$ cat src/rtl/seg7_pkg.sv
// Shared code points, segment glyphs and scan FSM states for the 7-segment scan driver.
// Glyph bit order is seg[6]=a ... seg[0]=g, active-high.
package seg7_pkg;

   localparam logic [3:0] CODE_OFF      = 4'hF;
   localparam logic [3:0] CODE_DASH_MIN = 4'hA;

   localparam logic [6:0] GLYPH_0    = 7'b1111110;
   localparam logic [6:0] GLYPH_1    = 7'b0110000;
   localparam logic [6:0] GLYPH_2    = 7'b1101101;
   localparam logic [6:0] GLYPH_3    = 7'b1111001;
   localparam logic [6:0] GLYPH_4    = 7'b0110011;
   localparam logic [6:0] GLYPH_5    = 7'b1011011;
   localparam logic [6:0] GLYPH_6    = 7'b1011111;
   localparam logic [6:0] GLYPH_7    = 7'b1110010;
   localparam logic [6:0] GLYPH_8    = 7'b1111111;
   localparam logic [6:0] GLYPH_9    = 7'b1111011;
   localparam logic [6:0] GLYPH_DASH = 7'b0000001;
   localparam logic [6:0] GLYPH_OFF  = 7'b0000000;

   typedef enum logic {
      GAP  = 1'b0,
      SHOW = 1'b1
   } state_t;

endpackage

$ cat src/rtl/seg7_scan_driver_if.sv
// Digit-code input bus and display pin bundle for seg7_scan_driver.
// master = datapath/board side, slave = the scan driver.
interface seg7_scan_driver_if #(
   parameter int DIGITS = 4
);
   logic [4*DIGITS-1:0] digits_in;
   logic [DIGITS-1:0]   dp_in;
   logic                load;
   logic                lzb_en;
   logic [6:0]          seg;
   logic                dp;
   logic [DIGITS-1:0]   dig_sel;
   logic                frame;

   modport master (
      output digits_in, dp_in, load, lzb_en,
      input  seg, dp, dig_sel, frame
   );

   modport slave (
      input  digits_in, dp_in, load, lzb_en,
      output seg, dp, dig_sel, frame
   );
endinterface

$ cat src/rtl/seg7_decode.sv
// Combinational 4-bit code to active-high 7-segment glyph.
// 10..14 render as a dash, 15 is blank.
module seg7_decode
   import seg7_pkg::*;
(
   input  logic [3:0] code,
   output logic [6:0] seg
);

   always_comb begin
      seg = GLYPH_OFF;
      if (code == CODE_OFF) begin
         seg = GLYPH_OFF;
      end else if (code >= CODE_DASH_MIN) begin
         seg = GLYPH_DASH;
      end else begin
         case (code)
            4'd0:    seg = GLYPH_0;
            4'd1:    seg = GLYPH_1;
            4'd2:    seg = GLYPH_2;
            4'd3:    seg = GLYPH_3;
            4'd4:    seg = GLYPH_4;
            4'd5:    seg = GLYPH_5;
            4'd6:    seg = GLYPH_6;
            4'd7:    seg = GLYPH_7;
            4'd8:    seg = GLYPH_8;
            4'd9:    seg = GLYPH_9;
            default: seg = GLYPH_OFF;
         endcase
      end
   end

endmodule

$ cat src/rtl/seg7_scan_driver.sv
// Double-buffered, time-multiplexed 7-segment scan driver with blank gaps and
// optional leading-zero blanking. All display outputs are registered.
//
// state | meaning
// GAP   | all digits dark for GAP_CYC cycles; idx advances on exit
// SHOW  | digit idx lit for SCAN_CYC cycles
module seg7_scan_driver
   import seg7_pkg::*;
#(
   parameter int DIGITS      = 4,
   parameter int SCAN_CYC    = 1000,
   parameter int GAP_CYC     = 8,
   parameter bit SEG_ACT_LOW = 1'b0,
   parameter bit DIG_ACT_LOW = 1'b0
) (
   input  logic               clk,
   input  logic               rst_n,
   seg7_scan_driver_if.slave  bus
);

   localparam int CNT_MAX = (SCAN_CYC > GAP_CYC) ? SCAN_CYC : GAP_CYC;
   localparam int CW      = $clog2(CNT_MAX);
   localparam int IW      = $clog2(DIGITS);
   localparam logic [CW-1:0] SCAN_LAST = CW'(SCAN_CYC - 1);
   localparam logic [CW-1:0] GAP_LAST  = CW'(GAP_CYC - 1);
   localparam logic [IW-1:0] IDX_LAST  = IW'(DIGITS - 1);

   state_t              state_q, state_d;
   logic [CW-1:0]       cnt_q, cnt_d;
   logic [IW-1:0]       idx_q, idx_d;
   logic                frame_start;

   logic [4*DIGITS-1:0] pend_dig_q, act_dig_q, act_dig_d;
   logic [DIGITS-1:0]   pend_dp_q, act_dp_q, act_dp_d;
   logic                lzb_q, lzb_d, lead;
   logic [DIGITS-1:0]   blank;
   logic [3:0]          code_sel;
   logic [6:0]          seg_dec, seg_hi;
   logic                dp_hi;
   logic [DIGITS-1:0]   dig_hi;

   logic [6:0]          seg_q;
   logic                dp_q, frame_q;
   logic [DIGITS-1:0]   dig_q;

   always_ff @(posedge clk) begin
      if (!rst_n) begin
         state_q <= GAP;
         cnt_q   <= '0;
         idx_q   <= IDX_LAST;
      end else begin
         state_q <= state_d;
         cnt_q   <= cnt_d;
         idx_q   <= idx_d;
      end
   end

   always_comb begin
      state_d     = state_q;
      cnt_d       = cnt_q + 1'b1;
      idx_d       = idx_q;
      frame_start = 1'b0;
      case (state_q)
         GAP: begin
            if (cnt_q == GAP_LAST) begin
               state_d     = SHOW;
               cnt_d       = '0;
               idx_d       = (idx_q == IDX_LAST) ? '0 : idx_q + 1'b1;
               frame_start = (idx_q == IDX_LAST);
            end
         end
         SHOW: begin
            if (cnt_q == SCAN_LAST) begin
               state_d = GAP;
               cnt_d   = '0;
            end
         end
         default: begin
            state_d = GAP;
            cnt_d   = '0;
         end
      endcase
   end

   // Decode from the buffer contents that will be active after this edge, so
   // the first digit of a new frame already shows the freshly copied value.
   always_comb begin
      act_dig_d = frame_start ? pend_dig_q : act_dig_q;
      act_dp_d  = frame_start ? pend_dp_q  : act_dp_q;
      lzb_d     = frame_start ? bus.lzb_en : lzb_q;
   end

   always_comb begin
      blank = '0;
      lead  = lzb_d;
      for (int i = DIGITS - 1; i > 0; i--) begin
         if (lead && (act_dig_d[4*i +: 4] == 4'h0 || act_dig_d[4*i +: 4] == CODE_OFF))
            blank[i] = 1'b1;
         else
            lead = 1'b0;
      end
   end

   assign code_sel = blank[idx_d] ? CODE_OFF : act_dig_d[4*idx_d +: 4];

   seg7_decode u_decode (
      .code (code_sel),
      .seg  (seg_dec)
   );

   always_comb begin
      seg_hi = (state_d == SHOW) ? seg_dec : GLYPH_OFF;
      dp_hi  = (state_d == SHOW) && act_dp_d[idx_d];
      dig_hi = (state_d == SHOW) ? (DIGITS'(1) << idx_d) : '0;
   end

   always_ff @(posedge clk) begin
      if (!rst_n) begin
         pend_dig_q <= {DIGITS{CODE_OFF}};
         pend_dp_q  <= '0;
         act_dig_q  <= {DIGITS{CODE_OFF}};
         act_dp_q   <= '0;
         lzb_q      <= 1'b0;
      end else begin
         if (bus.load) begin
            pend_dig_q <= bus.digits_in;
            pend_dp_q  <= bus.dp_in;
         end
         act_dig_q <= act_dig_d;
         act_dp_q  <= act_dp_d;
         lzb_q     <= lzb_d;
      end
   end

   always_ff @(posedge clk) begin
      if (!rst_n) begin
         seg_q   <= {7{SEG_ACT_LOW}};
         dp_q    <= SEG_ACT_LOW;
         dig_q   <= {DIGITS{DIG_ACT_LOW}};
         frame_q <= 1'b0;
      end else begin
         seg_q   <= seg_hi ^ {7{SEG_ACT_LOW}};
         dp_q    <= dp_hi ^ SEG_ACT_LOW;
         dig_q   <= dig_hi ^ {DIGITS{DIG_ACT_LOW}};
         frame_q <= frame_start;
      end
   end

   assign bus.seg     = seg_q;
   assign bus.dp      = dp_q;
   assign bus.dig_sel = dig_q;
   assign bus.frame   = frame_q;

endmodule
$ cat src/flat_wrapper.sv
// flat-port wrapper written by rule: the top's interface ports become plain ports
module seg7_scan_driver_flat import seg7_pkg::*;
#(
   parameter int DIGITS      = 4,
   parameter int SCAN_CYC    = 1000,
   parameter int GAP_CYC     = 8,
   parameter bit SEG_ACT_LOW = 1'b0,
   parameter bit DIG_ACT_LOW = 1'b0
)
  (clk, rst_n, bus_digits_in, bus_dp_in, bus_load, bus_lzb_en, bus_seg, bus_dp, bus_dig_sel, bus_frame);
  seg7_scan_driver_if #(.DIGITS(DIGITS)) bus_i ();
  input  logic clk;
  input  logic rst_n;
  input wire logic [$bits(bus_i.digits_in)-1:0] bus_digits_in;
  input wire logic [$bits(bus_i.dp_in)-1:0] bus_dp_in;
  input wire logic [$bits(bus_i.load)-1:0] bus_load;
  input wire logic [$bits(bus_i.lzb_en)-1:0] bus_lzb_en;
  output wire logic [$bits(bus_i.seg)-1:0] bus_seg;
  output wire logic [$bits(bus_i.dp)-1:0] bus_dp;
  output wire logic [$bits(bus_i.dig_sel)-1:0] bus_dig_sel;
  output wire logic [$bits(bus_i.frame)-1:0] bus_frame;
  assign bus_i.digits_in = bus_digits_in;
  assign bus_i.dp_in = bus_dp_in;
  assign bus_i.load = bus_load;
  assign bus_i.lzb_en = bus_lzb_en;
  assign bus_seg = bus_i.seg;
  assign bus_dp = bus_i.dp;
  assign bus_dig_sel = bus_i.dig_sel;
  assign bus_frame = bus_i.frame;
  seg7_scan_driver #(.DIGITS(DIGITS), .SCAN_CYC(SCAN_CYC), .GAP_CYC(GAP_CYC), .SEG_ACT_LOW(SEG_ACT_LOW), .DIG_ACT_LOW(DIG_ACT_LOW)) u_core (.clk(clk), .rst_n(rst_n), .bus(bus_i));
endmodule
$ cat config.mk
export PLATFORM = sky130hd
export DESIGN_NAME = seg7_scan_driver_flat
export DESIGN_NICKNAME = d
export VERILOG_FILES = /design/src/rtl/seg7_pkg.sv /design/src/rtl/seg7_scan_driver_if.sv /design/src/rtl/seg7_decode.sv /design/src/rtl/seg7_scan_driver.sv /design/src/flat_wrapper.sv
export SDC_FILE = /design/constraint.sdc
export NUM_CORES = 1
export LEC_CHECK = 0
export BUFFER_PORTS_ARGS = -buffer_cell sky130_fd_sc_hd__buf_4
export CAP_MARGIN = 40
export CORE_MARGIN = 2
export CORE_UTILIZATION = 35
export CTS_BUF_LIST = sky130_fd_sc_hd__clkbuf_4 sky130_fd_sc_hd__clkbuf_8 sky130_fd_sc_hd__clkbuf_16
export CTS_CLUSTER_SIZE = 12
export DETAILED_ROUTE_END_ITERATION = 8
export PLACE_DENSITY = 0.55
export SLEW_MARGIN = 10
export SYNTH_ARGS = -nofsm -noshare
export SYNTH_HDL_FRONTEND = slang
export SYNTH_SLANG_ARGS = --single-unit
$ cat constraint.sdc
create_clock -name clk -period 4.9 [get_ports clk]
set_clock_uncertainty 0.2 [all_clocks]
set_input_delay 0.245 -clock clk [delete_from_list [all_inputs] [get_ports clk]]
set_output_delay 0.245 -clock clk [all_outputs]
set_load 0.01 [all_outputs]
* Word level (Yosys, flattened, before mapping)
Memory sizes are Yosys's and may differ from the RTL's.
Cells that the tools add are included.
** Word-level totals
- Memories kept :: 1
- Output and inout bits :: 13
- Input bits :: 24
- Logic and storage cells :: 68
- Memory bits (read-only) :: 112
- Flip-flop bits (word level) :: 67
** Memory list
- (name not given) :: words 16, bits a word 7, rd ports 1, clocked after Yosys merged registers in 0, wr ports 0, RTL line seg7_decode.sv:17 : case (code)
** Operators by class
- Multiplexer cells :: 25
- Order comparisons :: 2
- Eq/ne operators :: 7
- Shift-type cells :: 2
- Reduce and logical (&&, ||, !) cells :: 13
- Bitwise operators :: 3
- $add $sub $neg :: 2
** Operator list (number)
- two-way mux 10 bit :: 2
- one-hot mux 10 bit (2 select lines) :: 1
- equality test 4 bit, second input constant :: 4
- two-way mux 16 bit :: 1
- variable part select 16 x 5 -> 4 bit :: 1
- two-way mux 1 bit :: 13
- logical NOT 4 bit :: 3
- adder 10 x 1 -> 10 bit, second input constant :: 1
- equality test 10 bit, second input constant :: 1
- equality test 10 x 3 -> 1 bit, second input constant :: 1
- two-way mux 4 bit :: 2
- two-way mux 2 bit :: 3
- binary-select mux 1 bit (select 2 bit) :: 2
- >= comparator 4 bit, second input constant :: 1
- logical AND 1 bit :: 4
- OR reduction 4 bit :: 1
- left shift 1 x 2 -> 4 bit, first input constant :: 1
- logical OR 1 bit :: 3
- less-than comparator 2 x 3 -> 1 bit, second input constant :: 1
- inverter 1 bit :: 3
- OR reduction 3 bit :: 1
- adder 2 x 1 -> 2 bit, second input constant :: 1
- equality test 2 bit, second input constant :: 1
- one-hot mux 1 bit (2 select lines) :: 1
- AND reduction 2 bit :: 1

* Longest topological paths before layout
Gate-level depths: netlist (run 1).
- Word-level depth :: 17
- Gate-level depth with buffers :: 14
- Gate-level depth less buffers :: 13

* Modules after synthesis
From an unflattened synthesis (run 1), not the netlist that was laid out.
** Second synthesis, totals
- Cell total of the unflattened synthesis :: 380
- Area total of the unflattened synthesis :: 3320.7 µm²
** Modules (own cells, without submodules)
- seg7_scan_driver :: times used 1, area an instance 3088.0 µm², sequential area each 1341.3 µm², cells each 352
- seg7_decode :: times used 1, area an instance 232.7 µm², sequential area each 0.0 µm², cells each 28

* Worst setup path before layout (run 1)
No wires, ideal clock.
- Path type :: flip-flop to flip-flop
- Start :: reg u_core.cnt_q[0]
- End :: reg u_core.seg_q[2] (netlist: u_core.bus.seg[2])
- Slack :: 1.173 ns
- Cell stages (with the launch flop) :: 14
- Required time :: 4.626 ns
- Setup time :: 0.074 ns
- Period minus slack after synthesis :: 3.727 ns
- Arrival time :: 3.453 ns
- Path buffers :: 1
- Path through :: dfxtp_1 -> ha_1 -> or3b_1 -> nor3_4 -> mux2i_1 -> buf_6 -> mux2_4 -> a21oi_4 -> and2_2 -> inv_1 -> ha_1 -> a211oi_1 -> a31oi_4 -> a31oi_1
** Between the ends
- Cells in the longest elaborated chain, start to end :: 17
- Elaborated cells between the ends (all ways) :: 37
- Classes of those cells :: order compare: 1; eq/ne: 6; shift: 1; mux: 17; bitwise: 1; reduce/logical: 10; memory: 1
** RTL lines
- from (decl) :: RTL line seg7_scan_driver.sv:29 : logic [CW-1:0] cnt_q, cnt_d;
- from (signal assigned) :: RTL line seg7_scan_driver.sv:53 : cnt_q <= cnt_d;
- equality test 10 x 3 -> 1 bit :: RTL line seg7_scan_driver.sv:65 : if (cnt_q == GAP_LAST) begin
- two-way mux 1 bit :: RTL line seg7_scan_driver.sv:65
- two-way mux 1 bit :: RTL line seg7_scan_driver.sv:63 : case (state_q)
- two-way mux 16 bit :: RTL line seg7_scan_driver.sv:88 : act_dig_d = frame_start ? pend_dig_q : act_dig_q;
- equality test 4 bit or logical NOT 4 bit (tied branches) :: RTL line seg7_scan_driver.sv:97 : if (lead && (act_dig_d[4*i +: 4] == 4'h0 || act_dig_d[4*i +: 4] == CODE_OFF))
- logical OR 1 bit :: RTL line seg7_scan_driver.sv:97
- logical AND 1 bit :: RTL line seg7_scan_driver.sv:97
- two-way mux 1 bit :: RTL line seg7_scan_driver.sv:97
- logical AND 1 bit :: RTL line seg7_scan_driver.sv:97
- two-way mux 1 bit :: RTL line seg7_scan_driver.sv:97
- logical AND 1 bit :: RTL line seg7_scan_driver.sv:97
- two-way mux 1 bit :: RTL line seg7_scan_driver.sv:97
- binary-select mux 1 bit (select 2 bit) :: RTL line seg7_scan_driver.sv:104 : assign code_sel = blank[idx_d] ? CODE_OFF : act_dig_d[4*idx_d +: 4];
- two-way mux 1 bit (implied by the code) :: RTL line seg7_scan_driver.sv:104
- two-way mux 4 bit :: RTL line seg7_scan_driver.sv:104
- >= comparator 4 bit or equality test 4 bit (tied branches) :: RTL line seg7_decode.sv:14, seg7_decode.sv:12
- OR reduction 4 bit (no source line)
- to (signal assigned) :: RTL line seg7_scan_driver.sv:137 : seg_q <= {7{SEG_ACT_LOW}};
- to (signal assigned) :: RTL line seg7_scan_driver.sv:142 : seg_q <= seg_hi ^ {7{SEG_ACT_LOW}};
- to (decl) :: RTL line seg7_scan_driver.sv:42 : logic [6:0] seg_q;
Parallel ways exist; a longest one is shown, timed or not. The select of a mux whose other input is x is not followed.
A chain may end at the register's enable or synchronous reset.

* Worst setup path after layout (run 1)
- Start :: reg u_core.idx_q[1]
- End :: reg u_core.seg_q[2] (netlist: u_core.bus.seg[2])
** Between the ends
- Cells in the longest elaborated chain, start to end :: 17
- Elaborated cells between the ends (all ways) :: 34
- Classes of those cells :: add/sub: 1; order compare: 1; eq/ne: 5; shift: 1; mux: 15; reduce/logical: 10; memory: 1
** RTL lines
- from (decl) :: RTL line seg7_scan_driver.sv:30 : logic [IW-1:0] idx_q, idx_d;
- from (signal assigned) :: RTL line seg7_scan_driver.sv:54 : idx_q <= idx_d;
- equality test 2 bit :: RTL line seg7_scan_driver.sv:68, seg7_scan_driver.sv:69
- two-way mux 1 bit :: RTL line seg7_scan_driver.sv:65
- two-way mux 1 bit :: RTL line seg7_scan_driver.sv:63
- two-way mux 16 bit :: RTL line seg7_scan_driver.sv:88
- equality test 4 bit or logical NOT 4 bit (tied branches) :: RTL line seg7_scan_driver.sv:97
- logical OR 1 bit :: RTL line seg7_scan_driver.sv:97
- logical AND 1 bit :: RTL line seg7_scan_driver.sv:97
- two-way mux 1 bit :: RTL line seg7_scan_driver.sv:97
- logical AND 1 bit :: RTL line seg7_scan_driver.sv:97
- two-way mux 1 bit :: RTL line seg7_scan_driver.sv:97
- logical AND 1 bit :: RTL line seg7_scan_driver.sv:97
- two-way mux 1 bit :: RTL line seg7_scan_driver.sv:97
- binary-select mux 1 bit (select 2 bit) :: RTL line seg7_scan_driver.sv:104
- two-way mux 1 bit (implied by the code) :: RTL line seg7_scan_driver.sv:104
- two-way mux 4 bit * :: RTL line seg7_scan_driver.sv:104
- >= comparator 4 bit or equality test 4 bit (tied branches) :: RTL line seg7_decode.sv:14, seg7_decode.sv:12
- OR reduction 4 bit (no source line)
Every way passes the cells marked *; elsewhere a longest branch is shown, timed or not. The select of a mux whose other input is x is not followed.

==> flow_metrics.env, run 1 <==
export IMPL_initial_core_util_pct=35.7
export IMPL_dp_cells=512
export IMPL_cp_cell_sequence="ha_1 > nor4bb_1 > nand3_1 > mux2_2 > mux2_4 > a21oi_4 > and2_2 > inv_1 > ha_1 > a211oi_1 > a31oi_4 > a31oi_1"
export IMPL_ant_nets=0
export IMPL_clkTransAtPathRegs_ns=0.07
export IMPL_coreArea_um2=9150
export IMPL_synth_cells=379
export IMPL_gp_congestion=0.881
export IMPL_avgRoutedWirePerCell_um=13.6
export IMPL_areaGrowthSynthToFinish_pct=24.1
export IMPL_ys_seq_area_share_pct=41.0
export IMPL_cts_path_max_buffers=2
export IMPL_setup_viol=0
export IMPL_synth_nets=412
export IMPL_path_depth=12
export IMPL_syn_area_um2=3270
export IMPL_antenna_cells=0
export IMPL_hold_viol=0
export IMPL_ys_async_sr_fraction_pct=0
export IMPL_hold_path_class="in -> reg"
export IMPL_fin_crit_sh_pct=86.8
export IMPL_antenna_found_initial=0
export IMPL_critPathArrivalTime_ns=4.32
export IMPL_cts_tree="built"
export IMPL_place_area_um2=3630
export IMPL_cp_slowest_stage_delay_ns=0.75
export IMPL_cp_slowest_cell="nor4bb_1"
export IMPL_grt_max_degree=37
export IMPL_slew_limit_headroom_pct=48.4
export IMPL_period_needed_ns=4.25
export IMPL_die_w_um=101
export IMPL_fill_cells=906
export IMPL_io_pins=37
export IMPL_p_leak_nw=1.71
export IMPL_cts_sinks=67
export IMPL_grt_pass1_wl_um=12800
export IMPL_clk_latency_ns=0.34
export IMPL_p_clk_share_pct=43.4
export IMPL_overflow=0
export IMPL_cp_common_cell="ha_1"
export IMPL_swShare_pct=23.1
export IMPL_synth_seq_cells=67
export IMPL_synth_ff_type="dfxtp_1"
export IMPL_rsz0062_at_grt="no"
export IMPL_final_cell_mix="nand2_1, dfxtp_1, buf_4, nand3_1, mux2i_1"
export IMPL_htree_levels=3
export IMPL_yosysWarnings=0
export IMPL_multi_input_area_um2=1790
export IMPL_port_buffers=36
export IMPL_setup_tns_final_ns=0
export IMPL_cts_inserted_buffers=9
export IMPL_required_ns=4.96
export IMPL_seq_area_um2=1340
export IMPL_avgSynthCellArea_um2=8.63
export IMPL_via_count=2859
export IMPL_cap_violations=0
export IMPL_switchingPower_mw=0.270
export IMPL_critPathTopFamily="simple AND/OR/NAND/NOR gates"
export IMPL_dieArea_um2=10100
export IMPL_crit_path_start_kind="register"
export IMPL_path_class="reg -> reg"
export IMPL_root_buffer="clkbuf_8"
export IMPL_reg2reg_depth=12
export IMPL_p_comb_share_pct=7.7
export IMPL_grt_usage_pct=15.7
export IMPL_p_int_mw=0.897
export IMPL_p_per_area_nw_per_um2=288
export IMPL_post_cts_resized=0
export IMPL_holdWs_ns=0.0682
export IMPL_totalWireLength_um=7450
export IMPL_finalNonFillerCells=549
export IMPL_fin_nets=466
export IMPL_worst_setup_path_end_kind="register"
export IMPL_detail_route_iter0_violations=163
export IMPL_first_pass_iters=4
export IMPL_power_frac_seq_pct=48.8
export IMPL_final_util_pct=44.4
export IMPL_ys_types=55
export IMPL_viasPerCell=5.21
export IMPL_design_area_um2=4060
export IMPL_synth_edf_count=0
export IMPL_drive_gt1_share_pct=16.9
export IMPL_row_count=35
export IMPL_grt_pass1_vias=2679
export IMPL_worst_slew_pin_slew_ns=0.763
export IMPL_cp_max_fo=14
export IMPL_slew_violations=0
export IMPL_ir_worst_vdd_uv=157
export IMPL_dp_hpwl_um=5230
export IMPL_status="complete, no violations"
export IMPL_post_route_drc_count=0
export IMPL_fmax_mhz=235
export IMPL_final_common_cell="nand2_1"
export IMPL_critPathBufInv=1
export IMPL_holdPathStages=2
export IMPL_die_h_um=101
==> registers in the layout, indices dropped and copies added (netlist names), 2 cells and up <==
signal and flops:
u_core.act_dig_q 16, u_core.bus.seg 7, u_core.bus.dig_sel 4, u_core.idx_q 2
u_core.cnt_q 10, u_core.pend_dig_q 16, u_core.act_dp_q 4, u_core.pend_dp_q 4
==> routing by layer <==
metal,vias to the layer above,global-route usage (%),share of wire (%)
met4,0,6.43,0.59
met3,4,2.36,3.8
met2,60,24.8,46
met5,-,0,0
li1,1456,-,-
met1,1339,21.5,49
==> power by group through the flow <==
stage / clock network [mW] / logic [mW] / registers (mW)
2_1_floorplan: 0 / 0.0539 / 0.579
3_3_place_gp: 0 / 0.0770 / 0.583
3_5_place_dp: 0 / 0.0776 / 0.583
4_1_cts: 0.522 / 0.0912 / 0.570
5_1_grt: 0.543 / 0.100 / 0.573
6_report: 0.507 / 0.0903 / 0.570
==> worst reg2reg max path, delay by kind of cell, from the launching register on <==
kind	cells	cell delay, ns
buffers and inverters	1	0.09
AND/OR/NAND/NOR	3	1.17
AO/OA/AOI/OAI	4	0.89
multiplexers	2	0.60
adder cells (fa/ha/maj)	2	0.74
flip-flops	1	0.50
==> cell usage after synthesis, types with 2 or more instances <==
cell type | n | area, µm²
nand2_1 | 76 | 285
dfxtp_1 | 67 | 1340
mux2i_1 | 30 | 300
nand3_1 | 30 | 150
nor2_1 | 24 | 90.1
a21oi_1 | 17 | 85.1
clkbuf_1 | 11 | 41.3
inv_1 | 11 | 41.3
nand4_1 | 10 | 62.6
ha_1 | 9 | 113
a211oi_1 | 5 | 37.5
buf_2 | 5 | 25.0
nor3_1 | 5 | 25.0
o211ai_1 | 5 | 37.5
or4_1 | 5 | 37.5
xor2_1 | 5 | 43.8
mux2_2 | 4 | 45.0
nor4_1 | 4 | 25.0
a31oi_1 | 3 | 18.8
and3_1 | 3 | 18.8
nor2b_1 | 3 | 18.8
o21ai_0 | 3 | 15.0
o21ai_1 | 3 | 15.0
xnor2_1 | 3 | 26.3
a311o_1 | 2 | 20.0
buf_1 | 2 | 7.51
buf_6 | 2 | 22.5
nor3b_1 | 2 | 15.0
o22ai_1 | 2 | 12.5
o311ai_0 | 2 | 17.5
or3b_1 | 2 | 17.5
==> cell type report <==
class	count	share of cell area, %
multi-input combinational	281	44.1
sequential	67	33.0
timing repair buffer	63	12.9
tap	111	3.42
clock buffer	10	3.24
clock inverter	6	2.22
inverter	11	1.02
==> repair_timing <==
item / 4_1_cts / 5_1_grt
setup buffers: 0 / 0
hold buffers: 21 / 0
endpoints found under the hold margin: 21 / 0
==> per-stage QoR <==
step	worst slack, ns	power (mW)
2_1_floorplan	1.17	0.633
3_3_place_gp	0.761	0.660
3_5_place_dp	0.712	0.661
4_1_cts	0.663	1.18
5_1_grt	0.422	1.22
6_report	0.646	1.17
==> logic make-up after synthesis <==
family          share of synthesized area [%]
compound gates                           12.2
xor+xnor                                 2.14
fa+ha+maj                                3.44
buf+inv                                  4.21
flops                                    41.0
mux                                      11.0
simple gates                             26.0
==> final timing paths <==
kind	startpoint	slack [ns]	to
setup / recovery	u_core.idx_q[1]	0.65	u_core.bus.seg[2]
hold / removal	rst_n	0.07	u_core.idx_q[1]
setup reg to reg	u_core.idx_q[1]	0.65	u_core.bus.seg[2]
hold reg to reg	u_core.act_dp_q[1]	0.26	u_core.act_dp_q[1]
Note: power is estimated with default switching activity, not from simulation.
==> run 2: changes to the inputs <==
Settings changed: PLACE_DENSITY 0.55 to not set.
==> run 2 against run 1 <==
  * Sequential power hardly changed
  * Combinational power is 1% higher
  * Clock power is 11% higher
  * Final area is 0.74% higher
  * Utilization is 0.33 points higher
  * Non-clock buffer count is 1 higher
  * First-iteration DRC count is 15% lower
  * Die area stayed put
  * Critical endpoint unchanged
  * Largest power group unchanged
==> flow_metrics.env, run 2 (synthesized netlist as in run 1, its figures left out) <==
export IMPL_fmax_mhz=248
export IMPL_fin_crit_sh_pct=82.4
export IMPL_drive_gt1_share_pct=17.1
export IMPL_p_clk_share_pct=46.0
export IMPL_avgRoutedWirePerCell_um=13.8
export IMPL_critPathBufInv=2
export IMPL_overflow=0
export IMPL_clk_latency_ns=0.35
export IMPL_place_area_um2=3640
export IMPL_critPathArrivalTime_ns=4.10
export IMPL_post_route_drc_count=0
export IMPL_dr_wl_met2_um=3440
export IMPL_ant_nets=0
export IMPL_first_pass_iters=4
export IMPL_grt_pass1_wl_um=13100
export IMPL_critPathTopFamily="simple AND/OR/NAND/NOR gates"
export IMPL_port_buffers=36
export IMPL_die_h_um=101
export IMPL_slew_violations=0
export IMPL_ir_worst_vdd_uv=170
export IMPL_grt_max_degree=37
export IMPL_setup_tns_final_ns=0
export IMPL_hold_path_class="in -> reg"
export IMPL_coreArea_um2=9150
export IMPL_cp_slowest_cell="or3b_1"
export IMPL_antenna_cells=0
export IMPL_cts_tree="built"
export IMPL_gp_congestion=0.982
export IMPL_cts_sinks=67
export IMPL_path_depth=13
export IMPL_finalNonFillerCells=550
export IMPL_p_comb_share_pct=7.4
export IMPL_swShare_pct=22.5
export IMPL_cp_slowest_stage_delay_ns=0.51
export IMPL_setup_viol=0
export IMPL_maxUsedRoutingLayer="met4"
export IMPL_setup_ws_ns=0.863
export IMPL_hold_viol=0
export IMPL_p_leak_nw=1.73
export IMPL_holdPathStages=2
export IMPL_required_ns=4.97
export IMPL_cp_common_cell="ha_1"
export IMPL_status="complete, no violations"
export IMPL_switchingPower_mw=0.276
export IMPL_path_class="reg -> reg"
export IMPL_drt_met1_wl_um=3620
export IMPL_power_mw=1.23
export IMPL_grt_usage_pct=16.3
export IMPL_cap_violations=0
export IMPL_cts_inserted_buffers=9
export IMPL_design_area_um2=4090
export IMPL_fill_cells=885
export IMPL_grt_pass1_vias=2716
export IMPL_htree_levels=3
export IMPL_clkTransAtPathRegs_ns=0.08
export IMPL_met3_length_um=384
export IMPL_slew_limit_headroom_pct=52.4
export IMPL_row_count=35
export IMPL_via_count=2880
export IMPL_period_needed_ns=4.04
export IMPL_dp_hpwl_um=5360
export IMPL_reg2reg_depth=13
export IMPL_final_common_cell="nand2_1"
export IMPL_antenna_found_initial=0
export IMPL_cp_cell_sequence="ha_1 > or3b_1 > nor3_4 > mux2i_1 > buf_4 > mux2_4 > a21oi_4 > and2_2 > inv_1 > ha_1 > a211oi_1 > a31oi_4 > a31oi_1"
export IMPL_p_per_area_nw_per_um2=300
export IMPL_fin_nets=467
export IMPL_initial_core_util_pct=35.7
export IMPL_dp_cells=513
export IMPL_root_buffer="clkbuf_8"
export IMPL_cp_max_fo=12
export IMPL_cts_path_max_buffers=2
export IMPL_totalWireLength_um=7600
export IMPL_detail_route_iter0_violations=138
export IMPL_pre_cts_slack_ns=0.895
export IMPL_power_frac_seq_pct=46.5
export IMPL_crit_path_start_kind="register"
export IMPL_areaGrowthSynthToFinish_pct=25.1
export IMPL_worst_setup_path_end_kind="register"
export IMPL_viasPerCell=5.24
export IMPL_reg_top3="u_core.act_dig_q x16, u_core.pend_dig_q x16, u_core.cnt_q x10"
export IMPL_final_cell_mix="nand2_1, dfxtp_1, buf_4, nand3_1, mux2i_1"
export IMPL_rsz0062_at_grt="no"
export IMPL_post_cts_resized=0
export IMPL_die_w_um=101
export IMPL_io_pins=37
export IMPL_p_int_mw=0.950
export IMPL_worst_slew_pin_slew_ns=0.704
export IMPL_dieArea_um2=10100
-- run 2: cell types whose count changed in the layout (fill, tap and decap cells not counted), sizes merged --
cell	delta
buf	+1
bufinv	+1
clkinvlp	-1
inv	+1
clkinv	-1
-- run 2: repair_timing --
item / CTS / global route
endpoints found under the hold margin: 21 / 0
setup buffers: 0 / 0
hold buffers: 21 / 0
-- run 2: path summary, 6_finish.rpt --
path                 startpoint                   end  slack (ns)
max             u_core.cnt_q[0]     u_core.bus.seg[2]        0.86
min                       rst_n  u_core.pend_dig_q[4]        0.06
max reg2reg     u_core.cnt_q[0]     u_core.bus.seg[2]        0.86
min reg2reg  u_core.act_dp_q[1]    u_core.act_dp_q[1]        0.25
-- run 2: per-stage QoR --
stage	util, %	hold slack [ns]
final	44.7	0.0586
after global routing	44.7	0.0630
after CTS	44.7	0.0433
after detailed placement	39.7	0.244
after global placement	39.7	0.241
after floorplan	-	0.173
-- run 2: routing by layer --
metal / global-route usage, % / up-vias
met1: 22.2 / 1337
met5: 0 / -
met4: 7.06 / 0
met2: 24.6 / 66
met3: 3.88 / 13
li1: - / 1464
-- run 2: power by group through the flow --
stage               sequential [mW]  combinational (mW)  clock (mW)
floorplan                     0.579              0.0539           0
global placement              0.583              0.0770           0
detailed placement            0.583              0.0783           0
CTS                           0.570              0.0916       0.579
global route                  0.573               0.102       0.608
finish                        0.570              0.0913       0.564
-- run 2: final cells by class --
type / instances / area [µm²] / share of cell area, %
repair buffers: 64 / 533 / 13.0
multi-input cells: 281 / 1790 / 43.8
clock inverters: 6 / 113 / 2.75
inverters: 11 / 41.3 / 1.01
clock buffers: 10 / 131 / 3.21
flip-flops and latches: 67 / 1340 / 32.8
well taps: 111 / 139 / 3.40
